`src/rtl/branch_ctrl.sv`:
```
// Branch resolution and 2-bit BHT prediction controller for the OTTER pipeline.
// Resolves EX-stage branches, redirects on mispredict, then inserts one recovery bubble.
module branch_ctrl #(
  parameter int IDX_W = 4,
  parameter int CNT_W = 16
) (
  input  logic             clk,
  input  logic             rst,
  input  logic [31:0]      if_pc,
  output logic             pred_taken,
  input  logic             ex_valid,
  input  logic             ex_stall,
  input  logic [6:0]       ex_opcode,
  input  logic [2:0]       ex_func3,
  input  logic [31:0]      ex_pc,
  input  logic [31:0]      ex_imm,
  input  logic             ex_pred_taken,
  input  logic             br_eq,
  input  logic             br_lt,
  input  logic             br_ltu,
  output logic             redirect,
  output logic [31:0]      redirect_pc,
  output logic             flush,
  output logic             illegal_br,
  output logic [CNT_W-1:0] branch_cnt,
  output logic [CNT_W-1:0] mispred_cnt
);

  localparam int unsigned DEPTH = 2 ** IDX_W;
  localparam logic [CNT_W-1:0] CNT_ONE = 1;

  typedef enum logic {IDLE, RECOVER} state_t;

  state_t           state, state_nxt;
  logic [1:0]       bht [DEPTH];
  logic [IDX_W-1:0] upd_idx;
  logic             is_br, act, legal, taken, mispredict;

  assign pred_taken = bht[if_pc[IDX_W+1:2]][1];
  assign upd_idx    = ex_pc[IDX_W+1:2];
  assign is_br      = (ex_opcode == 7'b1100011);
  // The slot in EX during RECOVER is the flushed wrong-path instruction.
  assign act        = ex_valid & ~ex_stall & is_br & (state == IDLE);

  always_comb begin
    legal = 1'b1;
    taken = 1'b0;
    case (ex_func3)
      3'b000:  taken = br_eq;
      3'b001:  taken = ~br_eq;
      3'b100:  taken = br_lt;
      3'b101:  taken = ~br_lt;
      3'b110:  taken = br_ltu;
      3'b111:  taken = ~br_ltu;
      default: legal = 1'b0;
    endcase
  end

  assign illegal_br  = act & ~legal;
  assign mispredict  = act & legal & (taken != ex_pred_taken);
  assign redirect    = mispredict;
  assign flush       = mispredict;
  assign redirect_pc = taken ? ex_pc + ex_imm : ex_pc + 32'd4;

  always_comb begin
    state_nxt = state;
    case (state)
      IDLE:    if (mispredict) state_nxt = RECOVER;
      RECOVER: state_nxt = IDLE;
      default: state_nxt = IDLE;
    endcase
  end

  always_ff @(posedge clk or posedge rst) begin
    if (rst) state <= IDLE;
    else     state <= state_nxt;
  end

  always_ff @(posedge clk or posedge rst) begin
    if (rst) begin
      for (int unsigned i = 0; i < DEPTH; i++) bht[i] <= 2'b01;
    end else if (act & legal) begin
      if (taken) begin
        if (bht[upd_idx] != 2'b11) bht[upd_idx] <= bht[upd_idx] + 2'd1;
      end else begin
        if (bht[upd_idx] != 2'b00) bht[upd_idx] <= bht[upd_idx] - 2'd1;
      end
    end
  end

  always_ff @(posedge clk or posedge rst) begin
    if (rst) begin
      branch_cnt  <= '0;
      mispred_cnt <= '0;
    end else begin
      if ((act & legal) && (branch_cnt != '1)) branch_cnt <= branch_cnt + CNT_ONE;
      if (mispredict && (mispred_cnt != '1))   mispred_cnt <= mispred_cnt + CNT_ONE;
    end
  end

endmodule

```
`config.mk`:
```
export PLATFORM = sky130hd
export DESIGN_NAME = branch_ctrl
export DESIGN_NICKNAME = d
export VERILOG_FILES = /design/src/rtl/branch_ctrl.sv
export SDC_FILE = /design/constraint.sdc
export NUM_CORES = 1
export LEC_CHECK = 0
export CAP_MARGIN = 20
export CELL_PAD_IN_SITES_DETAIL_PLACEMENT = 0
export CELL_PAD_IN_SITES_GLOBAL_PLACEMENT = 2
export CORE_MARGIN = 1.5
export CORE_UTILIZATION = 25
export CTS_BUF_LIST = sky130_fd_sc_hd__clkbuf_8
export CTS_CLUSTER_SIZE = 24
export DETAILED_ROUTE_END_ITERATION = 10
export GPL_TIMING_DRIVEN = 0
export PLACE_DENSITY = 0.78
export REMOVE_ABC_BUFFERS = 1
export SLEW_MARGIN = 15
export SYNTH_ARGS = -nofsm -noshare
export SYNTH_HDL_FRONTEND = slang
export SYNTH_SLANG_ARGS = --single-unit
export TNS_END_PERCENT = 20
```
`constraint.sdc`:
```
create_clock -name clk -period 3.1 [get_ports clk]
set_input_delay 0.31 -clock clk [delete_from_list [all_inputs] [get_ports clk]]
set_output_delay 0.31 -clock clk [all_outputs]
set_load 0.02 [all_outputs]
```
; ---- After elaboration in Yosys (flattened, before gate mapping)
; Index checks and enable logic that the tools add are counted.
[op_classes]
addsub = 6
n_mul = 0
div = 0
order_cmp = 3
eq_ne = 11
shift = 0
muxes = 18
bitwise = 14
reduce_logical = 8
[op_table]
columns = operator, n
row1 = 32-bit two-way mux, 4
row2 = 32-bit bitwise mux, 2
row3 = "16-bit by 1-bit adder with 16-bit output, second input constant", 2
row4 = "32-bit by 3-bit adder with 32-bit output, second input constant", 1
row5 = 32-bit adder, 1
row6 = "16-bit != test, second input constant", 2
row7 = 2-bit binary-select mux with 4-bit select, 2
row8 = "3-bit == test, second input constant", 4
row9 = "5-bit greater-or-equal comparator, second input constant", 2
row10 = 2-bit two-way mux, 5
row11 = 4-bit inverter with 5-bit output, 2
row12 = 2-bit demux with 4-bit select, 1
row13 = "7-bit == test, second input constant", 1
row14 = 1-bit bitwise AND, 6
row15 = 1-bit inverter, 6
row16 = 1-bit one-hot mux with 6 select lines, 1
row17 = 6-bit OR reduction, 1
row18 = "5-bit by 1-bit less-than comparator with 1-bit output, second input constant", 1
row19 = 2-bit nonzero test, 2
row20 = "3-bit by 1-bit == test with 1-bit output, second input constant", 1
row21 = 1-bit logical AND, 3
row22 = 3-bit zero test, 1
row23 = 3-bit AND reduction, 1
row24 = "2-bit by 1-bit adder with 2-bit output, second input constant", 1
row25 = other kinds (6), 7
[totals]
ff_bits = 65
latch_bits = 0
mem_bits_rw = 0
romBits = 0
input_bits = 114
out_inout_bits = 68
word_cells = 79
memories = 0

; ---- Logic depth before layout (Yosys ltp)
; Gate-level depths: netlist (run 1).
[depth]
ltp_word = 8
mapped_depth = 14
depth_no_buf = 12

; ---- Worst setup path after synthesis (run 1)
; Ideal clock, no wire load.
[synth_timing]
path_kind = input port to flip-flop
from = input ex_pc[3]
to = register bht[11] (netlist name)
setup_time_ns = 0.127
arrival_time_ns = 3.061
required_ns = 2.973
slack_ns = -0.088
cell_stages = 12
n_path_buf = 2
path_cell_list = clkbuf_1 mux4_2 mux2_2 o21ai_0 inv_1 buf_2 ha_1 nor2b_1 a211oi_2 and2_1 nand2_1 mux2_1
[synth_via]
elab_chain_cells = 8
elab_cells_between_ends = 21
cone_classes = add/sub (2) / order compare (2) / eq/ne (2) / mux (10) / bitwise (1) / reduce/logical (4)
[synth_lines]
columns = item, line_no
row1 = "start, declared", 15  ; input logic [31:0] ex_pc,
row2 = 4-bit inverter with 5-bit output (implied by the code) *, "84, 86"
row3 = 2-bit binary-select mux with 4-bit select (tied with other cells), "84, 86"
row4 = 2-bit two-way mux (implied by the code) or 1-bit logical AND (tied branches), "84, 86"
row5 = 2-bit two-way mux (implied by the code), "84, 86"
row6 = 2-bit by 1-bit subtractor with 2-bit output (tied with other cells), 86  ; if (bht[upd_idx] != 2'b00) bht[upd_idx] <= bht[upd_idx] - 2'd1;
row7 = 32-bit bitwise mux (on tied branches), "86, 84"
row8 = 32-bit two-way mux (on tied branches), "86, 84"
row9 = 32-bit two-way mux, 83  ; if (taken) begin
row10 = "end, declared", 35  ; logic [1:0] bht [DEPTH];
; Mark *: on every way between the ends. The rest lies on a longest branch, timed or not. The select of a mux whose other input is x is not followed.
; A chain may end at the register's enable or synchronous reset.

; ---- Final worst setup path (run 1)
[layout_timing]
from = input ex_imm[19]
to = output redirect_pc[31]
[layout_via]
elab_chain_cells = 2
[layout_lines]
columns = item, line_no
row1 = "start, declared", 16  ; input logic [31:0] ex_imm,
row2 = 32-bit adder, 63  ; assign redirect_pc = taken ? ex_pc + ex_imm : ex_pc + 32'd4;
row3 = 32-bit two-way mux, 63
row4 = "end, declared", 22  ; output logic [31:0] redirect_pc,
; No other way between the ends.

==> results of run 1 <==
## final timing paths
check	slack, ns	endpoint	from	cells past startpoint
min in group clk	0.48	flip-flop	flip-flop	2
min	0.30	branch_cnt[0]	rst	2
max reg2reg	0.16	bht[29]	flip-flop	11
max in group asynchronous	2.19	asynchronous set/reset pin	rst	3
max	-0.006	redirect_pc[31]	ex_imm[19]	12
min reg2reg	0.48	flip-flop	flip-flop	2
## layer usage
layer | wire length [um] | global-route usage [%] | part of all wire, % | vias up
met5 | 0 | 0 | 0 | -
met4 | 103 | 2.59 | 0.58 | 0
met3 | 1040 | 3.06 | 5.8 | 7
met2 | 8060 | 22.6 | 45 | 132
met1 | 8690 | 21.3 | 49 | 2512
li1 | - | - | - | 2663
## final cells by class
cell class | instances | area (sq um)
fillers | 2346 | 14200
multi-input cells | 551 | 4530
repair buffers | 174 | 1670
flip-flops and latches | 65 | 1650
well taps | 285 | 357
clock buffers | 10 | 138
clock inverters | 6 | 76.3
inverters | 18 | 72.6
## cell usage after synthesis (all sizes together) (2+ instances only)
cell	instances
nand2	94
xnor2	53
o21ai	51
dfrtp	49
nor2	43
a21oi	40
ha	39
xor2	35
mux2	25
and3	22
nand3	22
inv	18
nand4	17
a21o	16
dfstp	16
mux4	14
buf	13
o21bai	11
clkbuf	10
and2	8
nor2b	7
a31oi	6
nor3	5
and4	4
nand2b	4
o31ai	4
o211ai	3
o21a	3
a2111oi	2
a211oi	2
a21boi	2
and4b	2
mux2i	2
nand4b	2
or3	2
## stage by stage
stage,util (%),setup TNS [ns]
after floorplan,-,-82.50
after global placement,33.4,-310.00
after detailed placement,33.7,-88.95
after CTS,36.4,-0.375
after global routing,37.4,-0.481
final,37.4,-0.00719
## critical path, stage by stage
cell and delay [ns]:
clkdlybuf4s50_1 0.46, ha_4 0.20, a21oi_4 0.15, o21bai_1 0.09
a21oi_2 0.13, o21ai_1 0.10, a221o_1 0.37, a221oi_2 0.27
a21boi_1 0.12, o31ai_2 0.26, xor2_1 0.17, buf_4 0.16
## power by group
part	leakage (nW)	internal (mW)	switching, mW
Combinational	2.60	0.498	0.575
Sequential	0.844	0.852	0.00263
Clock	0.120	0.465	0.330
## cell families after synthesis
logic type      share of synthesized area [%]
compound gates                           16.0
fa+ha+maj                                8.75
mux                                      10.6
xor+xnor                                 13.3
buf+inv                                  3.21
flops                                    28.3
simple gates                             19.8
## placed cells by master (no fill, tap or decap), types with 9 or more instances in the layout
cell,count
a21oi_1,27
nor2_1,39
inv_1,19
buf_4,24
xnor2_1,52
nand2_1,93
o21ai_0,32
ha_4,23
o21ai_1,14
clkbuf_8,10
mux2_2,24
dfstp_2,16
mux4_2,14
dfrtp_1,49
nand3_1,21
dlygate4sd2_1,27
dlymetal6s2s_1,10
and3_1,19
xor2_1,34
a21o_1,16
nand4_1,17
clkdlybuf4s50_1,93
o21bai_1,10
a21oi_2,9
ha_1,16
## repair_timing
| action | in CTS | in global routing |
|---|---|---|
| gates resized for setup | 182 | 65 |
| pin swaps | 25 | 33 |
| setup buffers | 11 | 7 |
| cloned | 1 | 0 |
| setup endpoints to repair | 71 | 45 |
==> results by stage, run 1 <==
Floorplan:
- The floorplan has 55 rows.
- The overall die area is 24,200 sq um.
- The height of the die is 155 um.
- The starting density of the core is 25.6%.
- The I/O pin count is 182.
- The horizontal die dimension is 155 um.
- After floorplanning, the core was sized to cover 22,700 sq um.

Timing:
- The hold violation total from the final report was 0.
- The post-route clock skew is 0.0157 ns.
- The highest clock frequency the design can meet is 322 MHz.
- In this run the tightest slew margin relative to its limit is 50.5%.
- The ratio of final minimum period to clock period is 100%.
- The count of final max-slew check failures is 0.
- Setup repair after global routing could not meet its margin everywhere.
- The worst-case hold slack is 0.300 ns.
- For the finished layout, the period the worst path requires is 3.11 ns.
- The transition at the pin with the smallest max-transition slack is 0.743 ns.
- The setup violation total in the final timing report is 2.
- Across all setup checks in the final design, the least slack found is -0.00563 ns.

Placed design:
- After detailed placement, the design holds a cell count of 1,074.
- The number of buffers inserted by port buffering is 153.
- The placed instances occupy a cell area of 7650 sq um.
- The pre-CTS worst setup slack is -1.80 ns.
- The placer's final routability congestion estimate is 0.753.
- The final HPWL from detailed placement is 13,200 um.

Job:
- The tool flagged a number of max-cap violations equal to 0.

Global routing:
- The wire length of the first global-routing pass is 28,300 um.
- The number of antenna violations at the first check in global routing is 0.
- The total routing resource utilization after global routing is 14.7%.
- The via count of the first global-routing pass is 5,220.
- The global-route congestion overflow total is 0.
- Entering global routing, the biggest net connects 38 pins.

Power:
- Dividing total power by cell area gives a power density of 321 nW/um^2.
- The total power of the final layout is 2.72 mW.
- The worst supply voltage drop on vdd is 0.190 mV.
- For this design the static power due to leakage is 3.56 nW.

Synth:
- The cell count after synthesis came out at 656.
- The most instantiated flip-flop cell in the synthesis netlist is dfrtp_1.
- In this run the mean area of a mapped cell was 8.85 sq um.
- The library cell occupying the most area in the post-synthesis netlist is dfrtp_1.
- The post-synthesis cell type count is 61.
- Yosys printed 0 warnings.
- Of all flip-flops after synthesis, the portion carrying an async set or reset was 100%.
- Yosys mapped a number of flops with a built-in enable equal to 0.
- Sorting the synthesized cells by area gives the leading types as dfrtp_1 (21%), ha_1 (8.4%), xnor2_1 (8.0%).
- Of the synthesized area, sequential elements account for 28.3%.
- The netlist area before placement is 5810 sq um.
- Synthesis inferred 65 register bits.
- In this run the biggest area consumer among cell types represents 21.1% of the synthesized area.

Critical path:
- STA classifies the critical path startpoint as a primary input.
- The startpoint-to-endpoint class of the critical path is in2out.
- The sort of element at the end of the critical path is an output pin.
- The worst path arrival time is 2.80 ns.
- Of all nets on the critical path, the largest fanout is 3.
- STA puts the critical path data required time at 2.79 ns.

Routing:
- The count of nets left with antenna violations once routing finished came out at 0.
- The routed via count divided by cell count is 4.79.
- The sum of routed wire length over all layers is 17,900 um.
- The routed layout has 5,314 vias.
- The post-detailed-route DRC marker count is 0.
- Dividing the detail-routed wire length by the instance count gives 16.1 um.
- The number of violations reported at the end of detailed-routing iteration 0 is 136.
- The number of search-and-repair iterations in the first detailed-routing pass is 4.

Clock tree:
- Clock tree synthesis found a total of 65 sinks.
- TritonCTS created 9 clock buffers.
- The hold buffer count at cts is 0.
- The number of H-tree levels is 3.
- The master cell of the clock root buffer is clkbuf_8.
- The later pin in the worst-skew pair is clocked with a latency of 0.35 ns.
- TritonCTS built the clock tree.
- The clock transition at the registers of the reported paths is 0.07 ns.
- The number of buffers between clock root and the deepest sink is 2.

Outcome:
- The run finished, with violations left.
- The final reports fail on setup timing.

Finish:
- The final layout contains 973 nets.
- The filler-free cell count of the finished design is 1,109.
- With fillers left out, the area of the finished cells amounts to 8490 sq um.
- The area added between synthesis and finish is 46.2%.
- The share of post-route cells with drive strength above 1 is 22.9%.
- The repair_antennas step left the layout with diodes totalling 0.

Worst hold path:
- The worst hold path class is in2async.
No activity file was read; power rests on OpenSTA's default activity.
==> run 2: changes to the inputs <==
- CELL_PAD_IN_SITES_DETAIL_PLACEMENT: 0 -> 1
- CELL_PAD_IN_SITES_GLOBAL_PLACEMENT: 2 -> 1
- CORE_UTILIZATION: 25 -> 32
- PLACE_DENSITY: 0.78 -> 0.79
==> run 2 against run 1 <==
  * The run still ends with setup timing left
  * Critical endpoint is now redirect_pc[30]
  * Critical path depth increased by 1
  * Power shrank 4.2%
  * Clock skew up 0.0026 ns
  * Largest power group unchanged
==> results by stage, run 2 (synthesis results as in run 1) <==
Power:
- The share of power burned in registers is 32.7%.
- In this run the power density over the cells is 311 nW/um^2.
- In this run, the clock network consumes 25.6% of the power.
- For this design the total switching power over the nets is 936 uW.
- IR analysis of the VDD net gives a maximum drop of 0.236 mV.
- The cell internal power dissipation is 1.67 mW.
- Summing internal, switching and leakage power gives 2.61 mW.
- In this run switching power makes up 35.9% of total power.
- Summed over all cells, the static leakage comes to 3.57 nW.
- Of the total power, combinational logic draws 41.6%.

Clock tree:
- The master cell of the clock root buffer is clkbuf_8.
- TritonCTS built the clock tree.
- The longest clock path from root to sink contains 2 buffers.
- The sink count of the clock tree is 65.
- The clock transition at the registers of the reported paths is 0.08 ns.
- The number of H-tree levels is 3.
- The number of buffers created by CTS is 9.
- Clock latency on the worst-skew pair, taken at its later pin, is 0.36 ns.
- Hold repair after CTS inserted 0 buffers.

Global routing:
- Global routing used 19.3% of the available tracks.
- The number of antenna violations at the first check in global routing is 0.
- The wire length of the first global-routing pass is 29,000 um.
- For this run the aggregate overflow at the end of global routing stands at 0.
- The via count of the first global-routing pass was 5,734.
- Entering global routing, the biggest net connects 43 pins.

Finish:
- The final layout net count is 973.
- Leaving out fill and tap cells, the most frequent cell in the layout is nand2_1.
- The utilization after layout is 46.9%.
- The share of post-route cells with drive strength above 1 is 22.7%.
- Leaving out fill and tap cells, the most frequent cells in the layout are nand2_1 (93), clkdlybuf4s50_1 (92), xnor2_1 (53).
- The area growth from synthesis to layout is 44.6%.
- The finished layout holds 1,053 standard cells, fillers aside.
- The final antenna diode count is 0.

Timing:
- The setup violation total in the final timing report is 5.
- The count of final max-slew check failures was 0.
- Setup repair after global routing could not meet its margin everywhere.
- The final critical-path required period is 3.16 ns.
- The post-route clock skew is 0.0183 ns.
- The worst-case hold slack is 0.265 ns.
- Timing would allow up to 317 MHz.
- In the post-route analysis, the smallest setup slack over all paths is -0.0583 ns.
- The ratio of final minimum period to clock period is 102%.
- The hold violation total from the final report is 0.
- The worst pin sits at a relative slew slack of 50.4%.
- The transition at the pin with the smallest max-transition slack is 0.743 ns.

Routing:
- The routed via count divided by cell count is 5.27.
- The number of search-and-repair iterations in the first detailed-routing pass is 4.
- The post-detailed-route count of antenna-violating nets is 0.
- The number of violations reported at the end of detailed-routing iteration 0 is 156.
- For this block, the via count after detailed routing is 5,552.
- After detailed routing, the average wire length per cell comes to 17.7 um.
- The sum of routed wire length over all layers is 18,700 um.
- After detailed routing, the number of remaining DRC violations is 0.

Critical path:
- For flop-to-flop paths, the worst setup slack is 0.06 ns.
- The startpoint-to-endpoint class of the critical path is in2out.
- The worst path arrival time is 2.85 ns.
- The required time at the worst-slack endpoint is 2.79 ns.
- Counting cells, the worst reg-to-reg path comes to 11.
- The highest fanout seen on the critical path is 3.
- The most critical setup path has its startpoint at ex_pc[0].
- The sort of element at the end of the critical path is an output pin.
- The kind of start point of the critical path is a primary input.
- The destination of the worst register-to-register timing path is bht[21].

Floorplan:
- The height of the die is 138 um.
- The horizontal die dimension is 138 um.
- The initial utilization of the core area, before any placement, comes to 32.4%.
- In this run the core area contains 49 standard-cell rows.
- The I/O pin count is 182.
- The floorplan step defined a die boundary enclosing 19,000 sq um.
- The standard cell core area is 17,900 sq um.

Job:
- The max-cap violation count is 0.

Outcome:
- The final reports fail on setup timing.
- The run finished, with violations left.

Placed design:
- The placer's final routability congestion estimate is 0.785.
- Including well taps, the total number of placed cells is 1,018.
- Once detailed placement completed, the half-perimeter wirelength came to 13,700 um.
- During placement, the flow inserted port buffers numbering 153.

Worst hold path:
- The worst hold path class is in2async.
==> run 2: cell count changes in the layout (fill, tap and decap cells not counted), moves of 3 or more <==
cell,previous run,this run
dlymetal6s2s_1,10,15
o21ai_0,32,37
o21ai_1,14,9
ha_2,0,4
clkdlybuf4s15_2,4,7
dlygate4sd2_1,27,24
==> run 2: stage by stage <==
step / setup TNS [ns] / worst slack [ns] / instance area, sq um
CTS: -0.588 / -0.198 / 8120
floorplan: -82.50 / -1.84 / 5690
finish: -0.0912 / -0.0583 / 8400
global route: -1.96 / -0.142 / 8400
detailed placement: -84.73 / -1.83 / 7600
global placement: -266.40 / -3.84 / 7510
==> run 2: power by group through the flow <==
stage	clock network (mW)	registers [mW]	logic, mW
after floorplan	0	0.872	0.527
after global placement	0	0.870	0.928
after detailed placement	0	0.870	0.960
after CTS	0.683	0.854	1.01
after global routing	0.715	0.855	1.17
final	0.669	0.855	1.09
==> run 2: per-layer routing <==
metal | part of all wire [%] | GRT usage [%] | vias to the layer above
li1 | - | - | 2667
met1 | 45 | 24.5 | 2733
met2 | 50 | 34.4 | 125
met3 | 4.2 | 2.83 | 27
met4 | 1.7 | 4.46 | 0
met5 | 0 | 0 | -
==> run 2: cell type report <==
class                   instances  area [sq um]
inverters                      18          70.1
flip-flops and latches         65          1650
repair buffers                175          1730
clock inverters                 6          42.5
multi-input cells             550          4490
fillers                      2041          9500
well taps                     229           287
clock buffers                  10           138
==> run 2: how the worst max path moves through the flow <==
| stage | end | slack (ns) | cells past startpoint |
|---|---|---|---|
| finish | redirect_pc[30] | -0.06 | 13 |
| floorplan | mispred_cnt[15] | -1.84 | 9 |
| global route | redirect_pc[24] | -0.14 | 13 |
| global placement | bht[11] | -3.84 | 6 |
| detailed placement | bht[1] | -1.83 | 8 |
| CTS | redirect_pc[31] | -0.20 | 10 |
==> run 2: what timing repair did <==
item	4_1_cts	5_1_grt
setup buffers	11	8
pin swaps	23	30
endpoints found under the setup margin	62	37
gates resized for setup	162	63
==> run 2: worst max-delay path: stages <==
cell and delay, ns:
buf_6 0.10, ha_4 0.17, fa_2 0.38, a21o_1 0.22, a21oi_4 0.21, o21ai_4 0.08, a31oi_4 0.22, o21bai_4 0.10
a211o_4 0.37, a211oi_2 0.28, xor2_1 0.17, o21ai_1 0.09, buf_4 0.16
==> run 3: changes to the inputs <==
- clock period: 3.1 -> 2.8 ns (I/O delays scaled with it)
==> run 3 against run 2 <==
  * The run still ends with setup timing left
  * Register-to-register slack got worse by 0.04 ns
  * Via count rose by 5.6%
  * Routed wire length rose by 11%
  * Core utilization rose by 2.2 points
  * Clock skew barely moved
  * Sequential power rose by 11%
  * Global-route usage rose by 0.65 points
  * Cell area rose by 4.7%
  * Critical endpoint is now redirect_pc[26]
  * Largest cell class unchanged
  * Largest power group unchanged
==> results by stage, run 3 (synthesis results as in run 1) <==
Outcome:
- The flow ran to the end, but the final reports show violations.
- The final reports fail on setup timing.

Floorplan:
- After floorplanning, the core was divided into 49 placement rows.
- The I/O pin count is 182.
- The die is 138 um tall.
- Measured along the x axis, the die boundary spans 138 um.
- The die covers 19,000 sq um.
- For this configuration, the core starts out at a cell density of 32.4%.
- The core region is 17,900 sq um.

Critical path:
- The startpoint-to-endpoint class of the critical path is in2out.
- Of all nets on the critical path, the largest fanout is 3.
- STA classifies the critical path startpoint as a primary input.
- The worst path arrival time is 2.73 ns.
- The cell type of the slowest stage on the worst timing path is fa_2.
- The delay of the slowest critical-path stage is 0.36 ns.
- The worst setup path is captured at an output pin.
- In this design, the critical path's most frequently occurring cell is a31oi_4.
- The worst register-to-register path has a setup slack of 0.02 ns.
- Traced cell by cell, the critical path runs through buf_6 -> ha_4 -> fa_2 -> a21o_1 -> a21oi_4 -> o21ai_4 -> a31oi_4 -> o21bai_4 -> a211o_4 -> a31oi_4 -> xor2_1 -> o21ai_1 -> buf_4.
- The required time at the worst-slack endpoint is 2.52 ns.

Global routing:
- The total routing resource utilization after global routing is 19.9%.
- The global-route congestion overflow total is 0.
- The number of antenna violations at the first check in global routing is 0.
- The via count of the first global-routing pass is 5,925.
- Entering global routing, the biggest net connects 43 pins.
- The wire length of the first global-routing pass is 29,900 um.

Timing:
- Static timing analysis puts the maximum clock frequency at 332 MHz.
- For the pin with the worst max-slew slack, the measured transition is 0.469 ns.
- Subtracting the final worst setup slack from the clock period gives 3.01 ns.
- The count of final max-slew check failures is 0.
- The hold violation total from the final report is 0.
- On the final layout, the worst clock skew is 0.0185 ns.
- The worst pin sits at a relative slew slack of 68.7%.
- Setup repair after global routing could not meet its margin everywhere.
- Setup total negative slack on the finished layout was measured at -1.29 ns.
- The least setup slack across all paths after layout is -0.209 ns.
- The setup violation total in the final timing report is 11.
- Of the available clock period, the critical path in the final layout requires 107%.

Placed design:
- Detailed placement ended at an HPWL of 13,700 um.
- In this run the tool buffered the top-level ports with 153 buffer cells.
- The congestion estimate from routability-driven global placement came to 0.785.

Power:
- The cell internal power dissipation is 1.91 mW.
- The switching share of power is 36.6%.
- Registers are responsible for 31.4% of the overall power.
- The areal power density over the cells is 343 nW/um^2.
- Across the VDD grid, the largest voltage drop is 0.261 mV.
- The total power of the final layout is 3.02 mW.
- The share of total power in combinational logic is 44.1%.
- The share of power burned in the clock network is 24.5%.
- The net switching power of the design is 1.10 mW.
- Summed over all cells, the static leakage comes to 3.87 nW.

Clock tree:
- After clock tree synthesis, the clock-pin slew on the worst setup and hold paths is 0.08 ns.
- In this run the clock root is driven by a clkbuf_8.
- The clock tree from TritonCTS is yes.
- The number of H-tree levels is 3.
- In this run, post-CTS hold repair placed 0 buffers.
- The number of buffers created by CTS is 9.
- The sink count of the clock tree is 65.
- At the later pin of the worst-skew pair, clock insertion delay measures 0.36 ns.
- Counting along the longest clock path gives a buffer depth of 2.

Finish:
- The library cell used most frequently in the layout, excluding fill and tap cells, is nand2_1.
- For this run, the post-layout net count is 1,006.
- After filler insertion, the fill cell instance count of the layout stands at 2,027.
- The area growth from synthesis to layout is 51.5%.
- The repair_antennas step left the layout with diodes totalling 0.
- The share of post-route cells with drive strength above 1 is 32.3%.
- Leaving out fill and tap cells, the most frequent cells in the layout are nand2_1 (89), clkdlybuf4s50_1 (65), buf_4 (60).

Routing:
- The post-detailed-route DRC marker count is 0.
- The final route contains 5,864 vias.
- The post-detailed-route count of antenna-violating nets is 0.
- The routed wire length per instance is 19.0 um.
- The sum of routed wire length over all layers is 20,600 um.
- The number of violations reported at the end of detailed-routing iteration 0 is 239.
- For this run, the detailed router's first-pass iteration total came to 4.
- Dividing the detail-routed via count by the number of cells gives 5.40.

Job:
- The max-cap violation count is 0.

Worst hold path:
- The worst hold path class is in2async.
==> run 3: changes by cell type in the layout (fill, tap and decap cells not counted), sizes merged <==
cell           previous run  this run
buf                      31        80
clkdlybuf4s50            92        65
clkbuf                   14        32
dlygate4sd2              24        13
dlymetal6s2s             15        22
clkdlybuf4s15             9         6
==> run 3: through the flow <==
stage,utilization (%),instance area [sq um],cells,setup WS [ns],hold WS [ns]
floorplan,-,5690,633,-2.11,0.456
global placement,41.9,7510,1015,-4.11,0.463
detailed placement,42.4,7600,1018,-2.10,0.481
CTS,46.3,8280,1053,-0.261,0.248
global route,49.1,8800,1086,-0.275,0.271
finish,49.1,8800,1086,-0.209,0.238
==> run 3: path summary, 6_finish.rpt <==
path / start / to / cells past startpoint
min in group clk: ex_pc[5] / flip-flop / 4
max in group asynchronous: rst / asynchronous set/reset pin / 3
hold reg to reg: flip-flop / flip-flop / 2
setup reg to reg: flip-flop / bht[1] / 10
hold / removal: rst / mispred_cnt[10] / 2
setup / recovery: ex_pc[0] / redirect_pc[26] / 13
==> run 3: per-layer routing <==
metal / wire length, um / vias to the layer above / GRT usage (%) / part of all wire [%]
li1: - / 2732 / - / -
met1: 8530 / 2891 / 24.9 / 41
met2: 10500 / 190 / 35.6 / 51
met3: 1070 / 51 / 3.20 / 5.2
met4: 552 / 0 / 5.21 / 2.7
met5: 0 / - / 0 / 0
==> run 3: worst max-delay path, delay by kind of cell <==
family / cells / cell delay [ns]
buffers and inverters: 2 / 0.27
adder cells (fa/ha/maj): 2 / 0.53
XOR/XNOR: 1 / 0.20
AO/OA/AOI/OAI: 8 / 1.44
==> run 3: repair_timing <==
action,4_1_cts,5_1_grt
pin swaps,35,71
setup endpoints to repair,68,60
setup buffers,19,33
gates cloned,0,0
resized for setup,244,162
==> run 3: power by group through the flow <==
stage               combinational (mW)  clock, mW  sequential (mW)
floorplan                        0.584          0            0.965
global placement                  1.03          0            0.963
detailed placement                1.06          0            0.963
CTS                               1.15      0.756            0.946
global route                      1.43      0.791            0.946
finish                            1.33      0.739            0.946
==> run 3: area by class of cell <==
class                           instances  area [sq um]  share of cell area (%)
Tap cell                              229           287                    3.26
Sequential cell                        65          1650                    18.7
Multi-Input combinational cell        550          4710                    53.6
Timing Repair Buffer                  208          1900                    21.6
Clock inverter                          6          42.5                   0.484
Clock buffer                           10           138                    1.56
Inverter                               18          72.6                   0.825
